## src/rtl/mem_port_arb.sv

```systemverilog
// mem_port_arb: shares one single-ported unified memory between the CPU
// instruction-fetch path and the load/store path. Each cycle it picks at most
// one requester and drives the memory port. A fixed-latency tag pipeline
// follows every read, so the returned word is steered back to its owner.
//
// Optional build macro: MEM_PORT_ARB_STATS_EN. When it is defined,
// conflict_cnt counts the cycles in which both paths request, saturating at
// all-ones. When it is undefined, conflict_cnt is tied to 0.
//
// Handshake: a requester holds req/addr/we/wdata stable until it sees gnt.
// A transfer happens in every cycle where req && gnt. The gnt outputs and the
// mem_* outputs are combinational from req and the registered arbiter state,
// and at most one gnt is high per cycle. Read data comes back on *_rvalid
// exactly MEM_LAT cycles after the grant, in grant order.
//
// Ports:
//   clk, rst_n                   clock, asynchronous active-low reset
//   instr_req/addr -> gnt        fetch request (read only)
//   instr_rvalid/rdata           fetch read return
//   data_req/we/addr/wdata       load/store request (we == 0 means read)
//   data_gnt, data_rvalid/rdata  load/store accept and load return
//   mem_en/we/addr/din, mem_dout memory macro port
//   conflict_cnt                 cycles with both requests (stats build only)
//   dbg_state                    arbiter state, 1 = fetch has priority
module mem_port_arb #(
  parameter int AWIDTH     = 14,
  parameter int DWIDTH     = 32,
  parameter int MEM_LAT    = 1,
  parameter int STARVE_MAX = 4
) (
  input  logic              clk,
  input  logic              rst_n,
  input  logic              instr_req,
  input  logic [AWIDTH-1:0] instr_addr,
  output logic              instr_gnt,
  output logic              instr_rvalid,
  output logic [DWIDTH-1:0] instr_rdata,
  input  logic              data_req,
  input  logic [3:0]        data_we,
  input  logic [AWIDTH-1:0] data_addr,
  input  logic [DWIDTH-1:0] data_wdata,
  output logic              data_gnt,
  output logic              data_rvalid,
  output logic [DWIDTH-1:0] data_rdata,
  output logic              mem_en,
  output logic [3:0]        mem_we,
  output logic [AWIDTH-1:0] mem_addr,
  output logic [DWIDTH-1:0] mem_din,
  input  logic [DWIDTH-1:0] mem_dout,
  output logic [31:0]       conflict_cnt,
  output logic              dbg_state
);

  typedef enum logic {
    S_DPRI = 1'b0,
    S_IPRI = 1'b1
  } arb_state_e;

  localparam logic [3:0] STARVE_LIM = 4'(STARVE_MAX);

  arb_state_e         r_state;
  arb_state_e         w_state_nxt;
  logic [3:0]         r_starve;
  logic [3:0]         w_starve_nxt;
  logic               w_instr_win;
  logic               w_data_win;
  logic               w_push_vld;
  logic [MEM_LAT-1:0] r_tag_vld;
  logic [MEM_LAT-1:0] r_tag_own;  // 1 = load/store owns the read

  // Winner selection. Gated by rst_n so gnt and mem_en stay low during reset.
  always_comb begin
    w_instr_win = 1'b0;
    w_data_win  = 1'b0;
    if (rst_n) begin
      if (r_state == S_IPRI) begin
        w_instr_win = instr_req;
        w_data_win  = data_req & ~instr_req;
      end else begin
        w_data_win  = data_req;
        w_instr_win = instr_req & ~data_req;
      end
    end
  end

  assign instr_gnt = w_instr_win;
  assign data_gnt  = w_data_win;

  always_comb begin
    mem_en   = w_instr_win | w_data_win;
    mem_we   = 4'd0;
    mem_addr = '0;
    mem_din  = '0;
    if (w_data_win) begin
      mem_we   = data_we;
      mem_addr = data_addr;
      mem_din  = data_wdata;
    end else if (w_instr_win) begin
      mem_addr = instr_addr;
    end
  end

  // Next state. The starvation count tracks consecutive denied fetch cycles.
  // IPRI lasts exactly one cycle whether or not fetch actually requests.
  always_comb begin
    w_state_nxt  = S_DPRI;
    w_starve_nxt = 4'd0;
    if (instr_req && !w_instr_win) begin
      w_starve_nxt = r_starve + 4'd1;
    end
    if ((r_state == S_DPRI) && (w_starve_nxt == STARVE_LIM)) begin
      w_state_nxt  = S_IPRI;
      w_starve_nxt = 4'd0;
    end
  end

  always_ff @(posedge clk or negedge rst_n) begin
    if (!rst_n) begin
      r_state  <= S_DPRI;
      r_starve <= 4'd0;
    end else begin
      r_state  <= w_state_nxt;
      r_starve <= w_starve_nxt;
    end
  end

  assign dbg_state = r_state;

  // Return tag pipeline. Writes still shift a bubble through so that the
  // tail always lines up with mem_dout of the access MEM_LAT cycles ago.
  assign w_push_vld = mem_en & (mem_we == 4'd0);

  always_ff @(posedge clk or negedge rst_n) begin
    if (!rst_n) begin
      r_tag_vld <= '0;
      r_tag_own <= '0;
    end else begin
      r_tag_vld[0] <= w_push_vld;
      r_tag_own[0] <= w_data_win;
      for (int i = 1; i < MEM_LAT; i++) begin
        r_tag_vld[i] <= r_tag_vld[i-1];
        r_tag_own[i] <= r_tag_own[i-1];
      end
    end
  end

  assign instr_rvalid = r_tag_vld[MEM_LAT-1] & ~r_tag_own[MEM_LAT-1];
  assign data_rvalid  = r_tag_vld[MEM_LAT-1] &  r_tag_own[MEM_LAT-1];
  assign instr_rdata  = instr_rvalid ? mem_dout : '0;
  assign data_rdata   = data_rvalid  ? mem_dout : '0;

`ifdef MEM_PORT_ARB_STATS_EN
  logic [31:0] r_conflict_cnt;

  always_ff @(posedge clk or negedge rst_n) begin
    if (!rst_n) begin
      r_conflict_cnt <= 32'd0;
    end else if (instr_req && data_req && (r_conflict_cnt != 32'hFFFF_FFFF)) begin
      r_conflict_cnt <= r_conflict_cnt + 32'd1;
    end
  end

  assign conflict_cnt = r_conflict_cnt;
`else
  assign conflict_cnt = 32'd0;
`endif

endmodule

```

## config.mk

```make
export PLATFORM = sky130hd
export DESIGN_NAME = mem_port_arb
export DESIGN_NICKNAME = d
export VERILOG_FILES = /design/src/rtl/mem_port_arb.sv
export SDC_FILE = /design/constraint.sdc
export NUM_CORES = 1
export LEC_CHECK = 0
export CAP_MARGIN = 10
export CORE_AREA = 2 2 97 99
export CTS_BUF_LIST = sky130_fd_sc_hd__clkbuf_4
export CTS_CLUSTER_SIZE = 12
export DETAILED_ROUTE_END_ITERATION = 7
export DIE_AREA = 0 0 99 101
export GPL_TIMING_DRIVEN = 0
export PLACE_DENSITY = 0.71
export SLEW_MARGIN = 20
export SYNTH_ARGS = -nofsm -noshare
export SYNTH_HDL_FRONTEND = slang
export SYNTH_SLANG_ARGS = --single-unit
```

## constraint.sdc

```tcl
create_clock -name clk -period 3.9 [get_ports clk]
set_input_delay 0.975 -clock clk [delete_from_list [all_inputs] [get_ports clk]]
set_output_delay 0.975 -clock clk [all_outputs]
set_load 0.02 [all_outputs]
```

==> reports/results.ini, run 1 <==
[clock_tree]
cts_buffers = 3
clockRootBuffer = clkbuf_4
cts-htree-levels = 1
cts_tree = done
clk_latency_ns = 0.26
clockBufferDepth = 2
path_clk_slew_ns = 0.06
cts_sinks = 7
postCtsHoldBufs = 0

[setup_path]
crit_required_ns = 2.92
endpoint_kind = output pin
critPathKind = input pin to output pin
cp.arrival_ns = 2.83
path_max_fanout = 10
startpoint_type = input pin

[placed_design]
dpl.hpwl_um = 7010
portBuffers = 219
place_congestion = 0.845

[yosys]
synth_xor_area_share_pct = 1.25
synthMuxAreaShare_pct = 0
yosysTopAreaCellShare_pct = 30.9
synthAdderAreaFrac_pct = 0.896
synthesis.area_mm2 = 0.00140
seq_area_frac_synth_pct = 12.5
synth-simple-area-share_pct = 50.3
yosys-top-cells-area = and2_1 31%, buf_4 17%, and3_1 15%, dfrtp_1 13%, a22o_1 8.8%
synth_compound_area_share_pct = 12.1
synth_seq_cells = 7
syn_inst = 194
synth_top_cell_by_area = and2_1
synth_top_family_by_area = simple AND/OR/NAND/NOR gates
avgSynthCellArea_um2 = 7.20
ys_types = 27
synth_warnings = 0

[sta]
report.final.slew_viol_count = 0
fmax_ghz = 0.263
hold_viol_final = 0
fin_crit_ns = 3.81
period_share_pct = 97.7
clock_skew_ns = 0.00935
setup_viol = 0
hold_ws_ns = 0.488
tns_ns = 0
rsz0062_at_grt = no

[finish]
syn2layout_area_growth_pct = 179
regArea_um2 = 175
drive_gt1_share_pct = 10.5
final_nets = 550
fillers = 896
multiInputGateArea_mm2 = 0.00103
diodes = 0

[global_routing]
grt_max_degree = 12
grtUsageTotal_pct = 14.1
antenna_found_initial = 0
grt_pass1_wl_um = 11100
overflow = 0
grt_pass1_vias = 2104

[floorplanning]
die_h_um = 101
die_width_um = 99
start_util_pct = 15.6
die_area_mm2 = 0.0100
coreArea_mm2 = 0.00898
top_level_ports = 252
placementRows = 35

[drt]
viasPerCell = 3.88
drcViolationCount = 0
vias = 2169
wirelength_um = 7670
drtAntennaViolNets = 0
drt_iter0_drc = 38
firstDrtPassIters = 4
wl_per_cell_um = 13.7

[power_and_ir_drop]
p_leak_nw = 1.78
power_density_mw_per_mm2 = 141
peakVddDrop_uv = 78.3

[outcome]
status = finished, final reports clean

[min_path]
hp-class = flip-flop to flip-flop

[flow_run]
maxCapViolCount = 0

cells in the mapped netlist:
cell type,number
ha_1,1
buf_2,4
a22o_1,14
buf_6,1
nor3_1,1
buf_4,32
a21oi_1,1
or4_1,1
a21oi_2,1
nor2_1,4
and3_1,34
and2_1,69
and2b_1,1
o211ai_1,1
dfrtp_1,7
inv_1,1
nor3b_1,1
xnor2_1,1
nand2b_1,1
a21boi_0,1
nand2_1,1
nand3_1,1
xor2_1,1
a21bo_2,1
clkbuf_1,11
conb_1,1
o21a_1,1
sequential cells by signal (all words and copies together) (netlist names):
signal     flops
dbg_state      1
r_tag_vld      1
r_starve       4
r_tag_own      1
power by group:
part	internal [W]	switching [W]	leakage [nW]	total, W
Combinational	0.000220	0.000173	1.67	0.000394
Sequential	0.0000758	0.00000490	0.0937	0.0000807
Clock	0.0000461	0.0000280	0.0184	0.0000740
logic make-up after synthesis:
family	count (synthesis)
xor+xnor	2
buf+inv	49
compound gates	20
simple gates	114
other cells	1
fa+ha+maj	1
flops	7
worst paths after layout:
path	startpoint	to	slack [ns]	cells past startpoint
min in group asynchronous	rst_n	r_starve[0]	0.66	1
setup reg to reg	r_starve[0]	dbg_state	2.67	4
setup / recovery	data_req	mem_addr[9]	0.09	6
max in group asynchronous	rst_n	r_tag_own	3.04	1
hold reg to reg	r_starve[0]	r_starve[0]	0.49	1
hold / removal	r_starve[0]	r_starve[0]	0.49	1
worst max-delay path: stages:
cell and delay [ns]:
clkdlybuf4s50_1 0.50, nand2_1 0.11, a21oi_4 0.22, clkbuf_4 0.24, a22o_1 0.18, clkdlybuf4s50_1 0.61
routing by layer:
metal	share of wire [%]	track usage, %
met1	32	13.8
met2	53	27.2
met3	10	3.95
met4	4.0	6.95
met5	0	0
timing repair:
item                       4_1_cts  5_1_grt
resized for setup                5        7
pin swaps                        0        0
cloned                           0        0
setup endpoints to repair       51       27
buffers inserted                 0        0
layout make-up:
type	count	share of cell area, %
plain buffers	48	8.19
clock buffers	4	0.771
inverters	1	0.0964
multi-input cells	169	26.4
flip-flops and latches	7	4.50
well taps	111	3.57
repair buffers	219	56.5
metrics by stage:
stage                     power (W)  cells  setup WS (ns)  util, %  cell area, µm²
after floorplan            0.000257    225           1.20        -            1510
after global placement     0.000473    555         -0.340     42.8            3840
after detailed placement   0.000477    555         -0.401     42.8            3840
after CTS                  0.000554    559       0.000957     43.3            3880
after global routing       0.000582    559       0.000846     43.4            3890
final                      0.000548    559         0.0906     43.4            3890
cells in the final DEF, fill, tap and decap left out, types with 2 or more instances in the layout:
| cell | instances |
|---|---|
| clkbuf_2 | 2 |
| buf_4 | 32 |
| clkdlybuf4s50_1 | 216 |
| dlymetal6s2s_1 | 2 |
| and3_1 | 34 |
| conb_1 | 32 |
| clkbuf_1 | 8 |
| buf_2 | 4 |
| and2_1 | 69 |
| a22o_1 | 14 |
| nor2_1 | 4 |
| clkbuf_4 | 5 |
| dfrtp_1 | 7 |
No activity file was read; power rests on OpenSTA's default activity.
==> run 2: changes to the inputs <==
--- a/config.mk
+++ b/config.mk
@@ -5,7 +5,7 @@
 export SDC_FILE = /design/constraint.sdc
 export NUM_CORES = 1
 export LEC_CHECK = 0
-export CAP_MARGIN = 10
+export CAP_MARGIN = 5
 export CORE_AREA = 2 2 97 99
 export CTS_BUF_LIST = sky130_fd_sc_hd__clkbuf_4
 export CTS_CLUSTER_SIZE = 12
@@ -13,6 +13,7 @@
 export DIE_AREA = 0 0 99 101
 export GPL_TIMING_DRIVEN = 0
 export PLACE_DENSITY = 0.71
+export RECOVER_POWER = 50
 export SLEW_MARGIN = 20
 export SYNTH_ARGS = -nofsm -noshare
 export SYNTH_HDL_FRONTEND = slang
==> run 2 against run 1 <==
  * Non-clock buffer count unchanged
  * Setup slack worse by 0.0013 ns
  * Clock-buffer cell count unchanged
  * Routed wire length down 0.38%
  * Via count about the same
  * Critical endpoint unchanged
  * Critical path type unchanged
  * Largest cell class unchanged
  * Highest routed layer unchanged
  * Global-route usage unchanged
==> reports/results.ini, run 2 (same netlist as run 1, synthesis figures left out) <==
[sta]
period_share_pct = 97.7  ; about the same
report.final.slew_viol_count = 0  ; unchanged
fin_crit_ns = 3.81  ; about the same
clock_skew_ns = 0.00954  ; was 0.00935 ns
rsz0062_at_grt = no  ; unchanged
fmax_ghz = 0.262  ; was 0.263 GHz
worst_slack_ns = 0.0893  ; was 0.0906 ns
setup_viol = 0  ; unchanged
hold_viol_final = 0  ; unchanged
hold_ws_ns = 0.491  ; was 0.488 ns

[floorplanning]
top_level_ports = 252  ; unchanged
die_area_mm2 = 0.0100  ; unchanged
start_util_pct = 15.6  ; unchanged
die_width_um = 99  ; unchanged
die_h_um = 101  ; unchanged
placementRows = 35  ; unchanged
coreArea_mm2 = 0.00898  ; unchanged

[global_routing]
overflow = 0  ; unchanged
grt_pass1_wl_um = 11100  ; unchanged
grt_max_degree = 12  ; unchanged
grtUsageTotal_pct = 14.1  ; unchanged
antenna_found_initial = 0  ; unchanged
grt_pass1_vias = 2104  ; unchanged

[power_and_ir_drop]
power_density_mw_per_mm2 = 139  ; was 141 mW/mm²
sequentialPowerShare_pct = 14.9  ; was 14.7%
clockPowerShare_pct = 13.6  ; was 13.5%
peakVddDrop_uv = 78.2  ; was 78.3 µV
switching_share_pct = 37.9  ; was 37.6%
p_sw_w = 0.000205  ; was 0.000206 W
power.internal_w = 0.000337  ; was 0.000342 W
p_leak_nw = 1.94  ; was 1.78 nW
power_w = 0.000542  ; was 0.000548 W
pwr-share-comb_pct = 71.5  ; was 71.8%

[setup_path]
cp.arrival_ns = 2.84  ; was 2.83 ns
endpoint_kind = output pin  ; unchanged
crit_required_ns = 2.92  ; about the same
reg2reg_depth = 4  ; unchanged
critPathKind = input pin to output pin  ; unchanged
r2r_slack_ns = 2.67  ; about the same
r2r-start = r_starve[0]  ; unchanged
cp-startpoint = data_req  ; unchanged
path_max_fanout = 10  ; unchanged
startpoint_type = input pin  ; unchanged
r2r-end = dbg_state  ; unchanged
endpoint = mem_addr[9]  ; unchanged

[finish]
final_common_cell = clkdlybuf4s50_1  ; unchanged
utilization_pct = 43.4  ; unchanged
largest_reg_flops = 4  ; unchanged
layout_common_cells = 167 x clkdlybuf4s50_1, 69 x and2_1, 49 x dlygate4sd3_1  ; was 216 x clkdlybuf4s50_1, 69 x and2_1, 34 x and3_1
syn2layout_area_growth_pct = 179  ; unchanged
final_nets = 550  ; unchanged
top_register = r_starve  ; unchanged
diodes = 0  ; unchanged
drive_gt1_share_pct = 10.3  ; was 10.5%

[drt]
drtAntennaViolNets = 0  ; unchanged
viasPerCell = 3.88  ; about the same
wirelength_um = 7640  ; was 7670 µm
drcViolationCount = 0  ; unchanged
drt_iter0_drc = 35  ; was 38
wl_per_cell_um = 13.7  ; about the same
firstDrtPassIters = 4  ; unchanged
vias = 2167  ; was 2169

[placed_design]
dp_slack_ns = -0.401  ; unchanged
portBuffers = 219  ; unchanged
dpl.hpwl_um = 7010  ; unchanged
place_congestion = 0.845  ; unchanged

[clock_tree]
clockRootBuffer = clkbuf_4  ; unchanged
cts_tree = done  ; unchanged
postCtsHoldBufs = 0  ; unchanged
clockBufferDepth = 2  ; unchanged
cts-htree-levels = 1  ; unchanged
clk_latency_ns = 0.26  ; about the same
post-cts-setup-buffer-count = 0  ; unchanged
cts_sinks = 7  ; unchanged
cts_buffers = 3  ; unchanged
path_clk_slew_ns = 0.06  ; about the same

[outcome]
status = finished, final reports clean  ; unchanged

[flow_run]
maxCapViolCount = 0  ; unchanged

[min_path]
hp-class = flip-flop to flip-flop  ; unchanged

[run 2: changes by cell type in the layout (fill, tap and decap cells not counted)]
cell / before / now
dlygate4sd3_1: 0 / 49
clkdlybuf4s50_1: 216 / 167
a21bo_1: 0 / 1
a21bo_2: 1 / 0
[run 2: cell type report]
type / instances / area, µm²
Sequential cell: 7 / 175
Buffer: 48 / 319
Tap cell: 111 / 139
Multi-Input combinational cell: 169 / 1030
Timing Repair Buffer: 219 / 2200
Fill cell: 896 / 5080
Clock buffer: 4 / 30.0
Inverter: 1 / 3.75
[run 2: layer usage]
| layer | global-route usage (%) | routed length, µm | vias up | part of all wire, % |
|---|---|---|---|---|
| met5 | 0 | 0 | - | 0 |
| met2 | 27.2 | 4090 | 145 | 53 |
| met3 | 3.95 | 790 | 17 | 10 |
| li1 | - | - | 1093 | - |
| met4 | 6.95 | 310 | 0 | 4.1 |
| met1 | 13.8 | 2450 | 912 | 32 |
[run 2: worst min-delay path by stage]
stage	from	to	slack [ns]	depth (start not counted)
finish	r_starve[0]	r_starve[0]	0.49	1
CTS	r_starve[0]	r_starve[0]	0.49	1
floorplan	r_starve[0]	r_starve[0]	0.45	1
global placement	r_starve[0]	r_starve[0]	0.47	1
global route	r_starve[0]	r_starve[0]	0.54	1
detailed placement	r_starve[0]	r_starve[0]	0.49	1
[run 2: critical path: stages]
cell and delay, ns:
clkdlybuf4s50_1 0.51, nand2_1 0.11, a21oi_4 0.22, clkbuf_4 0.24, a22o_1 0.18, clkdlybuf4s50_1 0.61
[run 2: metrics by stage]
step | instances | TNS (ns) | instance area [µm²]
after floorplan | 225 | 0 | 1510
after global routing | 559 | 0 | 3890
after CTS | 559 | 0 | 3880
final | 559 | 0 | 3890
after global placement | 555 | -12.03 | 3840
after detailed placement | 555 | -15.23 | 3840
[run 2: power by group through the flow]
stage | combinational, W | sequential, W | clock, W
after CTS | 0.000396 | 0.0000813 | 0.0000770
final | 0.000387 | 0.0000807 | 0.0000740
after detailed placement | 0.000394 | 0.0000825 | 0
after global placement | 0.000390 | 0.0000825 | 0
after global routing | 0.000411 | 0.0000816 | 0.0000830
after floorplan | 0.000177 | 0.0000799 | 0
[run 2: what timing repair did]
item                       4_1_cts  5_1_grt
setup endpoints to repair       51       27
pin swaps                        0        0
gates resized for setup          5        7
==> run 3: changes to the inputs <==
--- a/config.mk
+++ b/config.mk
@@ -8,10 +8,10 @@
 export CAP_MARGIN = 5
 export CORE_AREA = 2 2 97 99
 export CTS_BUF_LIST = sky130_fd_sc_hd__clkbuf_4
-export CTS_CLUSTER_SIZE = 12
+export CTS_CLUSTER_SIZE = 8
 export DETAILED_ROUTE_END_ITERATION = 7
 export DIE_AREA = 0 0 99 101
-export GPL_TIMING_DRIVEN = 0
+export HOLD_SLACK_MARGIN = 0.05
 export PLACE_DENSITY = 0.71
 export RECOVER_POWER = 50
 export SLEW_MARGIN = 20
==> run 3 against run 2 <==
  * Routed wire length decreased by 3.8%
  * Global-route usage decreased by 0.69 points
  * Core utilization decreased by 2.8 points
  * First-iteration DRC count decreased by 14%
  * Critical endpoint is now mem_addr[13]
==> reports/results.ini, run 3 (same netlist as run 1, synthesis figures left out) <==
[clock_tree]
clk_latency_ns = 0.26  ; about the same
clockBufferDepth = 2  ; unchanged
postCtsHoldBufs = 0  ; unchanged
post-cts-setup-buffer-count = 0  ; unchanged
cts-htree-levels = 1  ; unchanged
clockRootBuffer = clkbuf_4  ; unchanged
cts_resized = 0  ; was 5
path_clk_slew_ns = 0.05  ; was 0.06 ns
cts_sinks = 7  ; unchanged
cts_buffers = 3  ; unchanged
cts_tree = done  ; unchanged

[finish]
diodes = 0  ; unchanged
final_nets = 509  ; was 550
final_area_mm2 = 0.00364  ; was 0.00389 mm²
final_common_cell = clkdlybuf4s50_1  ; unchanged
top_register = r_starve  ; unchanged
fillers = 908  ; was 896
fin_cells = 518  ; was 559
layout_common_cells = 166 x clkdlybuf4s50_1, 69 x and2_1, 53 x dlygate4sd3_1  ; was 167 x clkdlybuf4s50_1, 69 x and2_1, 49 x dlygate4sd3_1
largest_reg_flops = 4  ; unchanged
drive_gt1_share_pct = 2.46  ; was 10.3%
syn2layout_area_growth_pct = 161  ; was 179%

[drt]
vias = 2058  ; was 2167
drt_iter0_drc = 30  ; was 35
viasPerCell = 3.97  ; was 3.88
drcViolationCount = 0  ; unchanged
drtAntennaViolNets = 0  ; unchanged
firstDrtPassIters = 4  ; unchanged
wirelength_um = 7350  ; was 7640 µm
wl_per_cell_um = 14.2  ; was 13.7 µm

[sta]
clock_skew_ns = 0.000696  ; was 0.00954 ns
report.final.slew_viol_count = 0  ; unchanged
fmax_ghz = 0.269  ; was 0.262 GHz
period_share_pct = 95.4  ; was 97.7%
hold_ws_ns = 0.507  ; was 0.491 ns
fin_crit_ns = 3.72  ; was 3.81 ns
tns_ns = 0  ; unchanged
slew_headroom_pct = 29.5
setup_viol = 0  ; unchanged
rsz0062_at_grt = no  ; unchanged
hold_viol_final = 0  ; unchanged
worstMarginPinSlew_ns = 1.06

[global_routing]
use_met2_pct = 26.4  ; was 27.2%
grtUsageTotal_pct = 13.4  ; was 14.1%
antenna_found_initial = 0  ; unchanged
gr-usage-met3_pct = 4.72  ; was 3.95%
grt_pass1_wl_um = 10500  ; was 11100 µm
overflow = 0  ; unchanged
met1_usage_pct = 13.2  ; was 13.8%
grt_max_degree = 36  ; was 12
grt-busiest-layer = met2  ; unchanged
grt_pass1_vias = 2003  ; was 2104

[setup_path]
worstPathBufferInverterCount = 4  ; was 3
path_cells = clkdlybuf4s50_1 -> buf_4 -> and3_1 -> buf_12 -> a22o_1 -> clkdlybuf4s50_1  ; was clkdlybuf4s50_1 -> nand2_1 -> a21oi_4 -> clkbuf_4 -> a22o_1 -> clkdlybuf4s50_1
r2r-start = r_starve[0]  ; unchanged
critical_path.most_common_cell = clkdlybuf4s50_1  ; unchanged
slowest_delay_ns = 0.63  ; was 0.61 ns
critPathKind = input pin to output pin  ; unchanged
path_max_fanout = 15  ; was 10
cp.arrival_ns = 2.74  ; was 2.84 ns
r2r_slack_ns = 2.63  ; was 2.67 ns
reg2reg_depth = 4  ; unchanged
cp_num_cells = 6  ; unchanged
cp_top_family = buffers and inverters  ; unchanged
r2r-end = dbg_state  ; unchanged
crit_required_ns = 2.92  ; about the same
startpoint_type = input pin  ; unchanged
slowest_stage = clkdlybuf4s50_1  ; unchanged
endpoint_kind = output pin  ; unchanged

[flow_run]
maxCapViolCount = 0  ; unchanged

[power_and_ir_drop]
p_leak_nw = 1.72  ; was 1.94 nW
power_w = 0.000517  ; was 0.000542 W
power_density_mw_per_mm2 = 142  ; was 139 mW/mm²
peakVddDrop_uv = 108  ; was 78.2 µV

[placed_design]
dp_cells = 514  ; was 555
placed_cell_area_mm2 = 0.00362  ; was 0.00384 mm²
place_congestion = 0.877  ; was 0.845
portBuffers = 219  ; unchanged
dpl.hpwl_um = 6590  ; was 7010 µm

[floorplanning]
start_util_pct = 15.6  ; unchanged
die_h_um = 101  ; unchanged
die_area_mm2 = 0.0100  ; unchanged
placementRows = 35  ; unchanged
die_width_um = 99  ; unchanged
coreArea_mm2 = 0.00898  ; unchanged
top_level_ports = 252  ; unchanged

[min_path]
whs_endpoint = r_starve[0]  ; unchanged
min_from = r_starve[0]  ; unchanged
hp-class = flip-flop to flip-flop  ; unchanged
hold_path_depth = 1  ; unchanged

[outcome]
status = finished, final reports clean  ; unchanged

==> run 3: cell count changes in the layout (fill, tap and decap cells not counted), moves of 4 or more <==
cell,previous run,this run
buf_4,32,3
dlygate4sd3_1,49,53
buf_2,4,0
clkbuf_1,8,2
==> run 3: worst max-delay path by stage <==
stage	start	to	slack, ns
final	rst_n	mem_addr[13]	0.18
after global routing	rst_n	mem_din[30]	0.11
after CTS	rst_n	mem_addr[13]	0.14
after detailed placement	rst_n	mem_addr[13]	0.15
after global placement	rst_n	mem_addr[13]	0.13
after floorplan	data_req	mem_din[23]	1.20
==> run 3: report_power, final <==
group | internal, W | total [W] | switching, W
registers | 0.0000759 | 0.0000783 | 0.00000243
clock network | 0.0000460 | 0.0000734 | 0.0000274
logic | 0.000194 | 0.000365 | 0.000171
total | 0.000316 | 0.000517 | 0.000201
==> run 3: cell type report <==
cell class,count,area (µm²),area share (%)
multi-input combinational,169,1030,28.3
timing repair buffer,226,2260,62.2
sequential,7,175,4.81
tap,111,139,3.82
inverter,1,3.75,0.103
clock buffer,4,30.0,0.825
==> run 3: metal layers <==
| layer | up-vias | wire length (µm) |
|---|---|---|
| li1 | 1005 | - |
| met1 | 903 | 2480 |
| met2 | 140 | 3900 |
| met3 | 10 | 830 |
| met4 | 0 | 145 |
| met5 | - | 0 |
==> run 3: stage by stage <==
step | utilization (%) | worst slack (ns)
2_1_floorplan | - | 1.20
3_3_place_gp | 40.3 | 0.132
3_5_place_dp | 40.3 | 0.150
4_1_cts | 40.6 | 0.139
5_1_grt | 40.5 | 0.111
6_report | 40.5 | 0.181
